`src/rtl/fetch_stage_pkg.sv`:
```
// Shared types and constants for the MIPS instruction-fetch stage.
package fetch_stage_pkg;

  typedef enum logic [1:0] {
    JMP_NONE = 2'b00,
    JMP_J    = 2'b01,
    JMP_JR   = 2'b10,
    JMP_RSV  = 2'b11
  } jump_e;

  typedef enum logic [1:0] {
    FETCH = 2'b00,
    HOLD  = 2'b01,
    HALT  = 2'b10
  } fetch_state_e;

  localparam logic [31:0] NOP_INSTR = 32'h0000_0000;

endpackage

```
`src/rtl/fetch_next_pc.sv`:
```
// Next-PC selection: redirect target priority, sequential/pending select and
// target alignment check.
module fetch_next_pc (
  input  logic [31:0] pc,
  input  logic        pending,
  input  logic [31:0] pending_target,
  input  logic        valid,
  input  logic        stall,
  input  logic        ifbranch,
  input  logic [1:0]  jump,
  input  logic [31:0] addr_pcadd,
  input  logic [31:0] addr_jump,
  input  logic [31:0] data_jr,
  output logic [31:0] pc4,
  output logic [31:0] seq,
  output logic [31:0] target,
  output logic        redirect,
  output logic        misalign
);
  import fetch_stage_pkg::*;

  jump_e jtype;
  logic  want;

  assign jtype = jump_e'(jump);

  always_comb begin
    pc4    = pc + 32'd4;
    seq    = pending ? pending_target : pc4;
    target = addr_pcadd;
    want   = ifbranch;
    case (jtype)
      JMP_JR: begin
        target = data_jr;
        want   = 1'b1;
      end
      JMP_J: begin
        target = addr_jump;
        want   = 1'b1;
      end
      default: ;
    endcase
    // Only the instruction sitting in IF/ID and leaving it can redirect.
    redirect = valid & ~stall & want;
    misalign = redirect & (target[1:0] != 2'b00);
  end

endmodule

```
`src/rtl/fetch_stage.sv`:
```
// Instruction-fetch stage: PC, single-outstanding imem request, skid buffer
// and the IF/ID pipeline register. Redirects never squash the delay slot.
module fetch_stage #(
  parameter logic [31:0] RESET_PC  = 32'h0000_0000,
  parameter logic [31:0] NOP_INSTR = fetch_stage_pkg::NOP_INSTR
) (
  input  logic        i_clk,
  input  logic        i_nrst,
  input  logic        i_con_stall,
  input  logic        i_con_ifbranch,
  input  logic [1:0]  i_con_jump,
  input  logic [31:0] i_addr_pcadd,
  input  logic [31:0] i_addr_jump,
  input  logic [31:0] i_data_jr,
  output logic        o_imem_req,
  output logic [31:0] o_imem_addr,
  input  logic        i_imem_ack,
  input  logic [31:0] i_data_imem,
  output logic [31:0] o_addr_pc4,
  output logic [31:0] o_data_instr,
  output logic        o_valid,
  output logic        o_err_misalign
);
  import fetch_stage_pkg::*;

  fetch_state_e state, state_next;

  logic [31:0] pc;
  logic        pending;
  logic [31:0] pending_target;
  logic [31:0] skid_pc4, skid_instr;
  logic [31:0] pc4, seq, target;
  logic        redirect, misalign;
  logic        advance;

  assign advance = ~o_valid | ~i_con_stall;

  fetch_next_pc u_next_pc (
    .pc             (pc),
    .pending        (pending),
    .pending_target (pending_target),
    .valid          (o_valid),
    .stall          (i_con_stall),
    .ifbranch       (i_con_ifbranch),
    .jump           (i_con_jump),
    .addr_pcadd     (i_addr_pcadd),
    .addr_jump      (i_addr_jump),
    .data_jr        (i_data_jr),
    .pc4            (pc4),
    .seq            (seq),
    .target         (target),
    .redirect       (redirect),
    .misalign       (misalign)
  );

  always_ff @(posedge i_clk) begin
    if (!i_nrst) state <= FETCH;
    else         state <= state_next;
  end

  always_comb begin
    state_next = state;
    case (state)
      FETCH: begin
        if (misalign)                     state_next = HALT;
        else if (i_imem_ack && !advance)  state_next = HOLD;
      end
      HOLD: begin
        if (!i_con_stall) state_next = misalign ? HALT : FETCH;
      end
      HALT:    state_next = HALT;
      default: state_next = FETCH;
    endcase
  end

  always_comb begin
    o_imem_req  = i_nrst & (state == FETCH);
    o_imem_addr = pc;
  end

  always_ff @(posedge i_clk) begin
    if (!i_nrst) begin
      pc             <= RESET_PC;
      pending        <= 1'b0;
      pending_target <= '0;
      skid_pc4       <= '0;
      skid_instr     <= NOP_INSTR;
      o_addr_pc4     <= '0;
      o_data_instr   <= NOP_INSTR;
      o_valid        <= 1'b0;
      o_err_misalign <= 1'b0;
    end else begin
      if (misalign) o_err_misalign <= 1'b1;
      case (state)
        FETCH: begin
          if (i_imem_ack) begin
            pending <= 1'b0;
            if (advance) begin
              o_addr_pc4   <= pc4;
              o_data_instr <= i_data_imem;
              o_valid      <= 1'b1;
              pc           <= redirect ? target : seq;
            end else begin
              skid_pc4   <= pc4;
              skid_instr <= i_data_imem;
              pc         <= seq;
            end
          end else begin
            // Redirect while the delay-slot fetch is still in flight.
            if (redirect) begin
              pending        <= 1'b1;
              pending_target <= target;
            end
            if (advance) begin
              o_valid      <= 1'b0;
              o_data_instr <= NOP_INSTR;
            end
          end
        end
        HOLD: begin
          if (!i_con_stall) begin
            o_addr_pc4   <= skid_pc4;
            o_data_instr <= skid_instr;
            o_valid      <= 1'b1;
            if (redirect) pc <= target;
          end
        end
        default: begin
          if (advance) begin
            o_valid      <= 1'b0;
            o_data_instr <= NOP_INSTR;
          end
        end
      endcase
    end
  end

endmodule

```
`config.mk`:
```
export PLATFORM = sky130hd
export DESIGN_NAME = fetch_stage
export DESIGN_NICKNAME = d
export VERILOG_FILES = /design/src/rtl/fetch_stage_pkg.sv /design/src/rtl/fetch_next_pc.sv /design/src/rtl/fetch_stage.sv
export SDC_FILE = /design/constraint.sdc
export NUM_CORES = 1
export LEC_CHECK = 0
export ABC_AREA = 1
export ABC_CLOCK_PERIOD_IN_PS = 4380
export CAP_MARGIN = 20
export CELL_PAD_IN_SITES_DETAIL_PLACEMENT = 1
export CELL_PAD_IN_SITES_GLOBAL_PLACEMENT = 2
export CORE_MARGIN = 4
export CORE_UTILIZATION = 30
export CTS_BUF_LIST = sky130_fd_sc_hd__clkbuf_2
export DETAILED_ROUTE_END_ITERATION = 12
export GPL_ROUTABILITY_DRIVEN = 0
export PLACE_DENSITY_LB_ADDON = 0.1
export SETUP_SLACK_MARGIN = 0.15
export SYNTH_ARGS = -nofsm -noshare
export SYNTH_HDL_FRONTEND = slang
export SYNTH_SLANG_ARGS = --single-unit
export TNS_END_PERCENT = 5
```
`constraint.sdc`:
```
create_clock -name i_clk -period 4.38 [get_ports i_clk]
set_clock_uncertainty 0.15 [all_clocks]
set_input_delay 0.876 -clock i_clk [delete_from_list [all_inputs] [get_ports i_clk]]
set_output_delay 0.876 -clock i_clk [all_outputs]
set_load 0.05 [all_outputs]
```
### Word level (Yosys, flattened, before mapping)

Index checks and enable logic that the tools add are counted.

| storage, ports and cells | value |
|---|---|
| RAM bits | 0 |
| flip-flop bits (word level) | 197 |
| memories | 0 |
| input port bits | 135 |
| latch bits | 0 |
| bits in read-only memories | 0 |
| output and inout bits | 99 |
| word-level logic and storage cells | 74 |

| operators by class | value |
|---|---|
| mux-type cells | 30 |
| reductions and logical operators | 14 |
| order comparisons | 0 |
| add/subtract/negate cells | 1 |
| bitwise logic cells | 9 |
| multiply operators | 0 |
| equal/unequal tests | 10 |
| div/mod/pow operators | 0 |
| shifts and indexed selects | 0 |

Operator list:

| kind | number |
|---|---|
| $mux 32 | 13 |
| $pmux 32 s2 | 4 |
| $add 32x3->32 const B | 1 |
| $mux 2 | 4 |
| $ne 2x2->1 const B | 4 |
| $reduce_and 4->1 | 2 |
| $mux 1 | 7 |
| $ne 3x3->1 const B | 2 |
| $pmux 2 s3 | 1 |
| $reduce_and 2->1 | 3 |
| $reduce_and 3->1 | 2 |
| $reduce_bool 2->1 | 3 |
| $and 1x1->1 | 4 |
| $eq 2x1->1 const B | 2 |
| $eq 2x2->1 const B | 2 |
| $not 1->1 | 4 |
| $logic_not 2->1 | 1 |
| $pmux 1 s2 | 1 |
| $reduce_or 2->1 | 1 |
| $logic_and 1x1->1 | 1 |
| $logic_not 1->1 | 1 |
| $or 1x1->1 | 1 |

### Depth between registers and ports, before layout

Gate-level depths: netlist of run 1.

| logic depth | value |
|---|---|
| word-level depth | 8 |
| gate-level depth with buffers | 14 |
| mapped depth without buffers | 12 |

### Cells and area by module

From an unflattened synthesis of run 1, not the netlist that was laid out.

| unflattened totals | value |
|---|---|
| cells, all modules | 1655 |
| area total of the unflattened synthesis | 10482.6 um2 |

By module, submodules not included:

| module | sequential area each (um2) | area each (um2) | times used | cells each |
|---|---|---|---|---|
| fetch_stage | 3943.8 | 8456.9 | 1 | 1230 |
| fetch_next_pc | 0.0 | 2025.7 | 1 | 425 |

### Worst setup path before layout of run 1

Ideal clock, no wire load.

| path | value |
|---|---|
| path kind | input -> output |
| from | input i_nrst |
| to | output o_imem_req |
| arrival | 1.978 ns |
| slack | 1.376 ns |
| buffers on the path | 2 |
| data required time | 3.354 ns |
| cell stages on the path | 4 |
| path through | inv_1 clkbuf_1 clkbuf_1 nor2_1 |

| between the ends | value |
|---|---|
| word-level cells in the longest chain between the ends | 1 |

Ends and longest elaborated chain:

| what | line | source |
|---|---|---|
| start: declaration | fetch_stage.sv:8 | `input logic i_nrst,` |
| $and 1x1->1 | fetch_stage.sv:77 | `o_imem_req = i_nrst & (state == FETCH);` |
| end: declaration | fetch_stage.sv:15 | `output logic o_imem_req,` |

No other way between the ends.

### Final worst setup path of run 1

| path | value |
|---|---|
| from | register pc[2], in the netlist o_imem_addr[2] |
| to | output o_imem_addr[2] |

RTL lines:

| what | line | source |
|---|---|---|
| start: declaration | fetch_stage.sv:28 | `logic [31:0] pc;` |
| start signal: assignment | fetch_stage.sv:102 | `pc <= redirect ? target : seq;` |
| start signal: assignment | fetch_stage.sv:106 | `pc <= seq;` |
| start signal: assignment | fetch_stage.sv:125 | `if (redirect) pc <= target;` |
| end: declaration | fetch_stage.sv:16 | `output logic [31:0] o_imem_addr,` |

No word-level cell between the ends.

==> results.sh, run 1 <==
export IMPL_grt_pass1_wl_um=59200
export IMPL_seq_area_um2=3940
export IMPL_rows=65
export IMPL_fin_crit_sh=0.815
export IMPL_max_freq_mhz=280
export IMPL_fin_area_um2=12400
export IMPL_die_h_um=187
export IMPL_fin_nets=1745
export IMPL_status="finished clean"
export IMPL_grt_use_total=0.212
export IMPL_timing_rr_start="state[1]"
export IMPL_vdd_drop_max_mv=0.178
export IMPL_hold_path_cell_count=3
export IMPL_ctsRootBufferMaster="clkbuf_2"
export IMPL_clock_latency_ps=880
export IMPL_synth_nets=1572
export IMPL_finalNonFillerCells=2023
export IMPL_hold_class="in2reg"
export IMPL_setup_viol=0
export IMPL_hold_buffers=0
export IMPL_remaining_drc_errors=0
export IMPL_tightest_slew_ps=991
export IMPL_hold_viol_final=0
export IMPL_seq_area_frac_synth=0.409
export IMPL_grt_use_met3=0.0351
export IMPL_required_ps=3350
export IMPL_power_leakage_nw=4.77
export IMPL_port_buffers=233
export IMPL_die_width_um=187
export IMPL_core_area_um2=31600
export IMPL_routed_wl_um=38000
export IMPL_ctsHtreeMaxLevel=4
export IMPL_globalRouteMet2Util=0.371
export IMPL_worst_r2r_path_depth=9
export IMPL_drive_gt1_frac=0.0512
export IMPL_synth_cell_area_um2=9640
export IMPL_via_count=10200
export IMPL_cts_tree="done"
export IMPL_place_hpwl_um=26900
export IMPL_wire_per_inst_um=18.8
export IMPL_criticalPathCategory="reg2out"
export IMPL_n_fill_cell=3999
export IMPL_drtPass1Iterations=4
export IMPL_viasPerCell=5.05
export IMPL_cts_buffers=17
export IMPL_place_inst=1990
export IMPL_synth_cells=1434
export IMPL_synth_top_cell_by_area="dfxtp_1"
export IMPL_fin_setup_tns_ps=0
export IMPL_startpoint_type="flip-flop"
export IMPL_busiest_layer="met2"
export IMPL_total_power_mw=4.12
export IMPL_overflow=0
export IMPL_syn_to_final_growth_pct=28.8
export IMPL_reg2reg_to="o_imem_addr[11]"
export IMPL_dieArea_um2=35100
export IMPL_synth_edff_count=0
export IMPL_rsz0062_at_grt="false"
export IMPL_ios=234
export IMPL_path_max_fanout=8
export IMPL_end_kind="primary output"
export IMPL_maxCapViolCount=0
export IMPL_grt_pass1_vias=10200
export IMPL_initial_core_util=0.305
export IMPL_drv_slew=0
export IMPL_synth_distinct_cells=37
export IMPL_clock_path_buffers=2
export IMPL_first_iter_violations=518
export IMPL_synth_area_per_cell_um2=6.72
export IMPL_slowest_delay_ps=960
export IMPL_critPathArrivalTime_ps=2540
export IMPL_ys_async_sr_fraction=0
export IMPL_grt_max_degree=89
export IMPL_whs_endpoint="skid_instr[19]"
export IMPL_ctsResizeCount=0
export IMPL_global_route_usage_met1=0.279
export IMPL_post_cts_buffers=0
export IMPL_crit_chain="clkdlybuf4s50_1"
export IMPL_p_per_area_nw_per_um2=332
export IMPL_synth_top_flop_cell="dfxtp_1"
export IMPL_worst_path_buf_inv=1
export IMPL_yosysWarnings=0
export IMPL_path_delay_family="buffers and inverters"
export IMPL_reg2reg_slack_ps=1640
export IMPL_cts_sinks=197
export IMPL_path_clk_slew_ps=350
export IMPL_hold_start="i_nrst"
export IMPL_crit_path_top_delay_cell="clkdlybuf4s50_1"
export IMPL_synth_area_leaders="dfxtp_1, a21oi_1, nand2_1"
export IMPL_slew_headroom=0.339
export IMPL_ys_seq_elements=197
export IMPL_multiInputGateArea_um2=4880
export IMPL_dpl_cell_area_um2=12200
export IMPL_synth_top_cell_area_share=0.409
export IMPL_finalCriticalPeriod_ps=3570
export IMPL_antenna_found_initial=1
export IMPL_ant_nets=0
sequential cells by signal (all words and copies together), names as in the netlist, 2 cells and up:
name,cells
skid_instr,32
skid_pc4,32
o_data_instr,32
pending_target,32
o_addr_pc4,32
o_imem_addr,32
state,2
cell families after synthesis:
logic type / synth area share
fa+ha+maj: 0.00389
buf+inv: 0.0846
compound gates: 0.259
simple gates: 0.229
mux: 0.00104
flops: 0.409
xor+xnor: 0.0136
through the flow:
step           utilization  hold WS, ps  setup WS [ps]
5_1_grt              0.392          179            651
2_1_floorplan            -          275           1380
3_5_place_dp         0.385          295            911
3_3_place_gp         0.384          284            867
4_1_cts              0.392          188            723
6_report             0.392          273            810
report_power, final:
part	internal, mW	total, mW	leakage (nW)	switching, mW
Combinational	0.412	1.18	3.02	0.764
Clock	0.183	0.915	0.140	0.732
Sequential	1.92	2.03	1.61	0.110
Yosys cell counts, types with 2 or more instances:
master	number
dfxtp_1	197
o211ai_1	9
nand2_1	325
buf_4	9
nand3_1	36
xnor2_1	5
a22o_1	3
inv_2	7
or2_2	4
ha_1	3
o2bb2ai_1	16
o21bai_1	2
buf_2	31
nor2_1	154
xor2_1	10
inv_1	89
o21ai_0	187
or2_0	5
buf_1	4
a31oi_1	7
o21ai_1	6
a21oi_1	246
nand2_2	7
nand3b_1	3
nor2_2	7
clkbuf_1	51
worst max-delay path by stage:
stage                        start               to  slack [ps]  depth (start not counted)
global placement     i_con_jump[0]   o_err_misalign         870                          6
finish              o_imem_addr[2]   o_imem_addr[2]         810                          1
CTS                 o_imem_addr[2]   o_imem_addr[2]         720                          1
detailed placement   i_con_jump[0]  o_imem_addr[11]         910                         13
global route        o_imem_addr[2]   o_imem_addr[2]         650                          1
floorplan                   i_nrst       o_imem_req        1380                          4
area by class of cell:
class | instances | share of cell area
multi-input combinational | 1042 | 0.393
inverter | 98 | 0.0298
sequential | 197 | 0.318
antenna | 1 | 0.000202
clock inverter | 14 | 0.0109
tap | 402 | 0.0405
clock buffer | 18 | 0.00726
timing repair buffer | 251 | 0.201
routing by layer:
| layer | part of all wire | up-vias |
|---|---|---|
| met4 | 0.010 | 0 |
| met3 | 0.037 | 22 |
| met1 | 0.46 | 4942 |
| met5 | 0 | - |
| li1 | - | 5053 |
| met2 | 0.50 | 191 |
worst register-to-register path: cells and delay by family, from the launching register on:
family	cells	cell delay, ps
flops	1	440
simple gates	5	1030
buf+inv	3	920
compound gates	1	60
layout by cell type (no fill, tap or decap), drive strengths merged, types with 2 or more instances in the layout:
master / count
xor2: 10
o2bb2ai: 16
o21ai: 193
dfxtp: 197
o211ai: 9
nand2: 333
clkbuf: 18
clkdlybuf4s50: 231
nand3: 36
ha: 3
o21bai: 2
a31oi: 7
buf: 20
inv: 104
clkinv: 7
xnor2: 5
nand3b: 3
a21oi: 246
nor2: 163
a22o: 3
or2: 10
Power figures use the tool's default switching activity.
==> run 2: changes to the inputs <==
--- a/config.mk
+++ b/config.mk
@@ -6,12 +6,12 @@
 export NUM_CORES = 1
 export LEC_CHECK = 0
 export ABC_AREA = 1
-export ABC_CLOCK_PERIOD_IN_PS = 4380
+export ABC_CLOCK_PERIOD_IN_PS = 2900
 export CAP_MARGIN = 20
 export CELL_PAD_IN_SITES_DETAIL_PLACEMENT = 1
 export CELL_PAD_IN_SITES_GLOBAL_PLACEMENT = 2
 export CORE_MARGIN = 4
-export CORE_UTILIZATION = 30
+export CORE_UTILIZATION = 25
 export CTS_BUF_LIST = sky130_fd_sc_hd__clkbuf_2
 export DETAILED_ROUTE_END_ITERATION = 12
 export GPL_ROUTABILITY_DRIVEN = 0
==> constraint.sdc (replaced) <==
create_clock -name i_clk -period 2.9 [get_ports i_clk]
set_clock_uncertainty 0.15 [all_clocks]
set_input_delay 0.58 -clock i_clk [delete_from_list [all_inputs] [get_ports i_clk]]
set_output_delay 0.58 -clock i_clk [all_outputs]
set_load 0.05 [all_outputs]
==> run 2 against run 1 <==
Power grew 51%. Count of clock-buffer cells in the layout up 2. Register-to-register slack worse by 1000 ps. Via count is essentially flat. Clock power increased by 51%. Design area grew 3.5%. Worst setup slack got worse by 510 ps. Die area increased by 19%. Core utilization fell by 5.3 points. Cell count up 6.6%. Non-clock buffer count is 26 higher. Critical endpoint is now o_imem_req.
==> results.sh, run 2 (synthesized netlist as in run 1, its figures left out) <==
export IMPL_wire_per_inst_um=18.4
export IMPL_hold_class="in2reg"
export IMPL_remaining_drc_errors=0
export IMPL_max_freq_mhz=384
export IMPL_globalRouteMet2Util=0.333
export IMPL_slowest_delay_ps=410
export IMPL_cts_sinks=197
export IMPL_postLayoutCoreUtil=0.340
export IMPL_core_area_um2=37800
export IMPL_critPathArrivalTime_ps=1870
export IMPL_fin_setup_tns_ps=0
export IMPL_fin_crit_sh=0.898
export IMPL_drv_slew=0
export IMPL_slew_headroom=0.447
export IMPL_power_switching_share=0.372
export IMPL_setup_viol=0
export IMPL_drive_gt1_frac=0.0839
export IMPL_ios=234
export IMPL_fin_nets=1771
export IMPL_p_seq_frac=0.491
export IMPL_p_int_mw=3.90
export IMPL_first_iter_violations=370
export IMPL_total_power_mw=6.22
export IMPL_grt_pass1_wl_um=60600
export IMPL_die_h_um=204
export IMPL_post_cts_buffers=0
export IMPL_rsz0062_at_grt="true"
export IMPL_routed_wl_um=39600
export IMPL_status="finished clean"
export IMPL_finalCriticalPeriod_ps=2600
export IMPL_hold_viol_final=0
export IMPL_overflow=0
export IMPL_ctsHtreeMaxLevel=4
export IMPL_port_buffers=233
export IMPL_place_hpwl_um=28400
export IMPL_cts_tree="done"
export IMPL_grt_use_met3=0.0294
export IMPL_switchingPower_mw=2.31
export IMPL_crit_path_top_delay_cell="dfxtp_2"
export IMPL_tightest_slew_ps=824
export IMPL_path_clk_slew_ps=280
export IMPL_die_width_um=204
export IMPL_end_kind="primary output"
export IMPL_holdWs_ps=103
export IMPL_layout_common_cells="nand2_1, a21oi_1, dfxtp_1"
export IMPL_dieArea_um2=41800
export IMPL_power_leakage_nw=5.20
export IMPL_vdd_drop_max_mv=0.202
export IMPL_clock_latency_ps=860
export IMPL_p_comb_frac=0.288
export IMPL_ant_nets=0
export IMPL_busiest_layer="met2"
export IMPL_grt_pass1_vias=10200
export IMPL_startpoint_type="flip-flop"
export IMPL_via_count=10200
export IMPL_ctsRootBufferMaster="clkbuf_2"
export IMPL_viasPerCell=4.73
export IMPL_global_route_usage_met1=0.237
export IMPL_cts_buffers=17
export IMPL_path_max_fanout=5
export IMPL_syn_to_final_growth_pct=33.3
export IMPL_drtPass1Iterations=4
export IMPL_maxCapViolCount=0
export IMPL_rows=71
export IMPL_required_ps=2170
export IMPL_clock_path_buffers=2
export IMPL_initial_core_util=0.255
export IMPL_antenna_found_initial=1
export IMPL_final_common_cell="nand2_1"
export IMPL_pwr_share_clk=0.222
export IMPL_grt_max_degree=124
export IMPL_grt_use_total=0.187
export IMPL_criticalPathCategory="reg2out"
export IMPL_crit_chain="nor2_4 > inv_1 > nor2_2 > buf_12"
export IMPL_p_per_area_nw_per_um2=484
## run 2: cell count changes in the layout (fill, tap and decap cells not counted), moves of 12 or more
cell | previous run | this run
buf_4 | 17 | 29
buf_12 | 1 | 14
clkdlybuf4s50_1 | 231 | 133
clkdlybuf4s15_2 | 0 | 31
dlygate4sd2_1 | 0 | 65
## run 2: repair_timing
action / 4_1_cts / 5_1_grt
hold buffers: 3 / 0
hold endpoints to repair: 3 / 0
setup endpoints to repair: 99 / 5
gates resized for setup: 165 / 3
## run 2: metal layers
metal  share of wire  up-vias  routed length [um]
met5               0        -                   0
met4           0.015        0                 604
met3           0.036       32                1420
met2            0.50      175               20000
met1            0.45     4875               17600
li1                -     5116                   -
## run 2: layout make-up
class                           count  area, um2
Timing Repair Buffer              277       2790
Tap cell                          511        639
Sequential cell                   197       3950
Antenna cell                        1       2.50
Multi-Input combinational cell   1042       4890
Clock buffer                       20        100
Inverter                           98        370
Fill cell                        4757      25000
Clock inverter                     11        111
## run 2: stage by stage
stage                     cells  worst slack, ps  instance area, um2
final                      2157              297               12900
after detailed placement   2122             91.9               12600
after global routing       2157              120               12900
after CTS                  2156              152               12900
after global placement     2122              113               12600
after floorplan            1434              488                9640
## run 2: power by group through the flow
stage / Combinational [mW] / Clock (mW) / Sequential, mW
final: 1.79 / 1.38 / 3.05
after floorplan: 0.697 / 0 / 3.44
after global routing: 1.96 / 1.56 / 3.08
after global placement: 1.87 / 0 / 3.10
after CTS: 1.83 / 1.47 / 3.06
after detailed placement: 1.88 / 0 / 3.11
## run 2: path summary, 6_finish.rpt
kind | from | to | slack, ps | depth (start not counted)
max reg2reg | o_imem_addr[3] | o_imem_addr[16] | 610 | 9
max | state[1] | o_imem_req | 300 | 4
min reg2reg | skid_instr[25] | skid_instr[25] | 320 | 2
min | i_nrst | state[0] | 100 | 4
## run 2: worst max-delay path: cells and delay by family, from the launching register on
kind,cells,cell delay (ps)
DFF,1,410
and+or+nand+nor,2,320
buffers and inverters,2,290
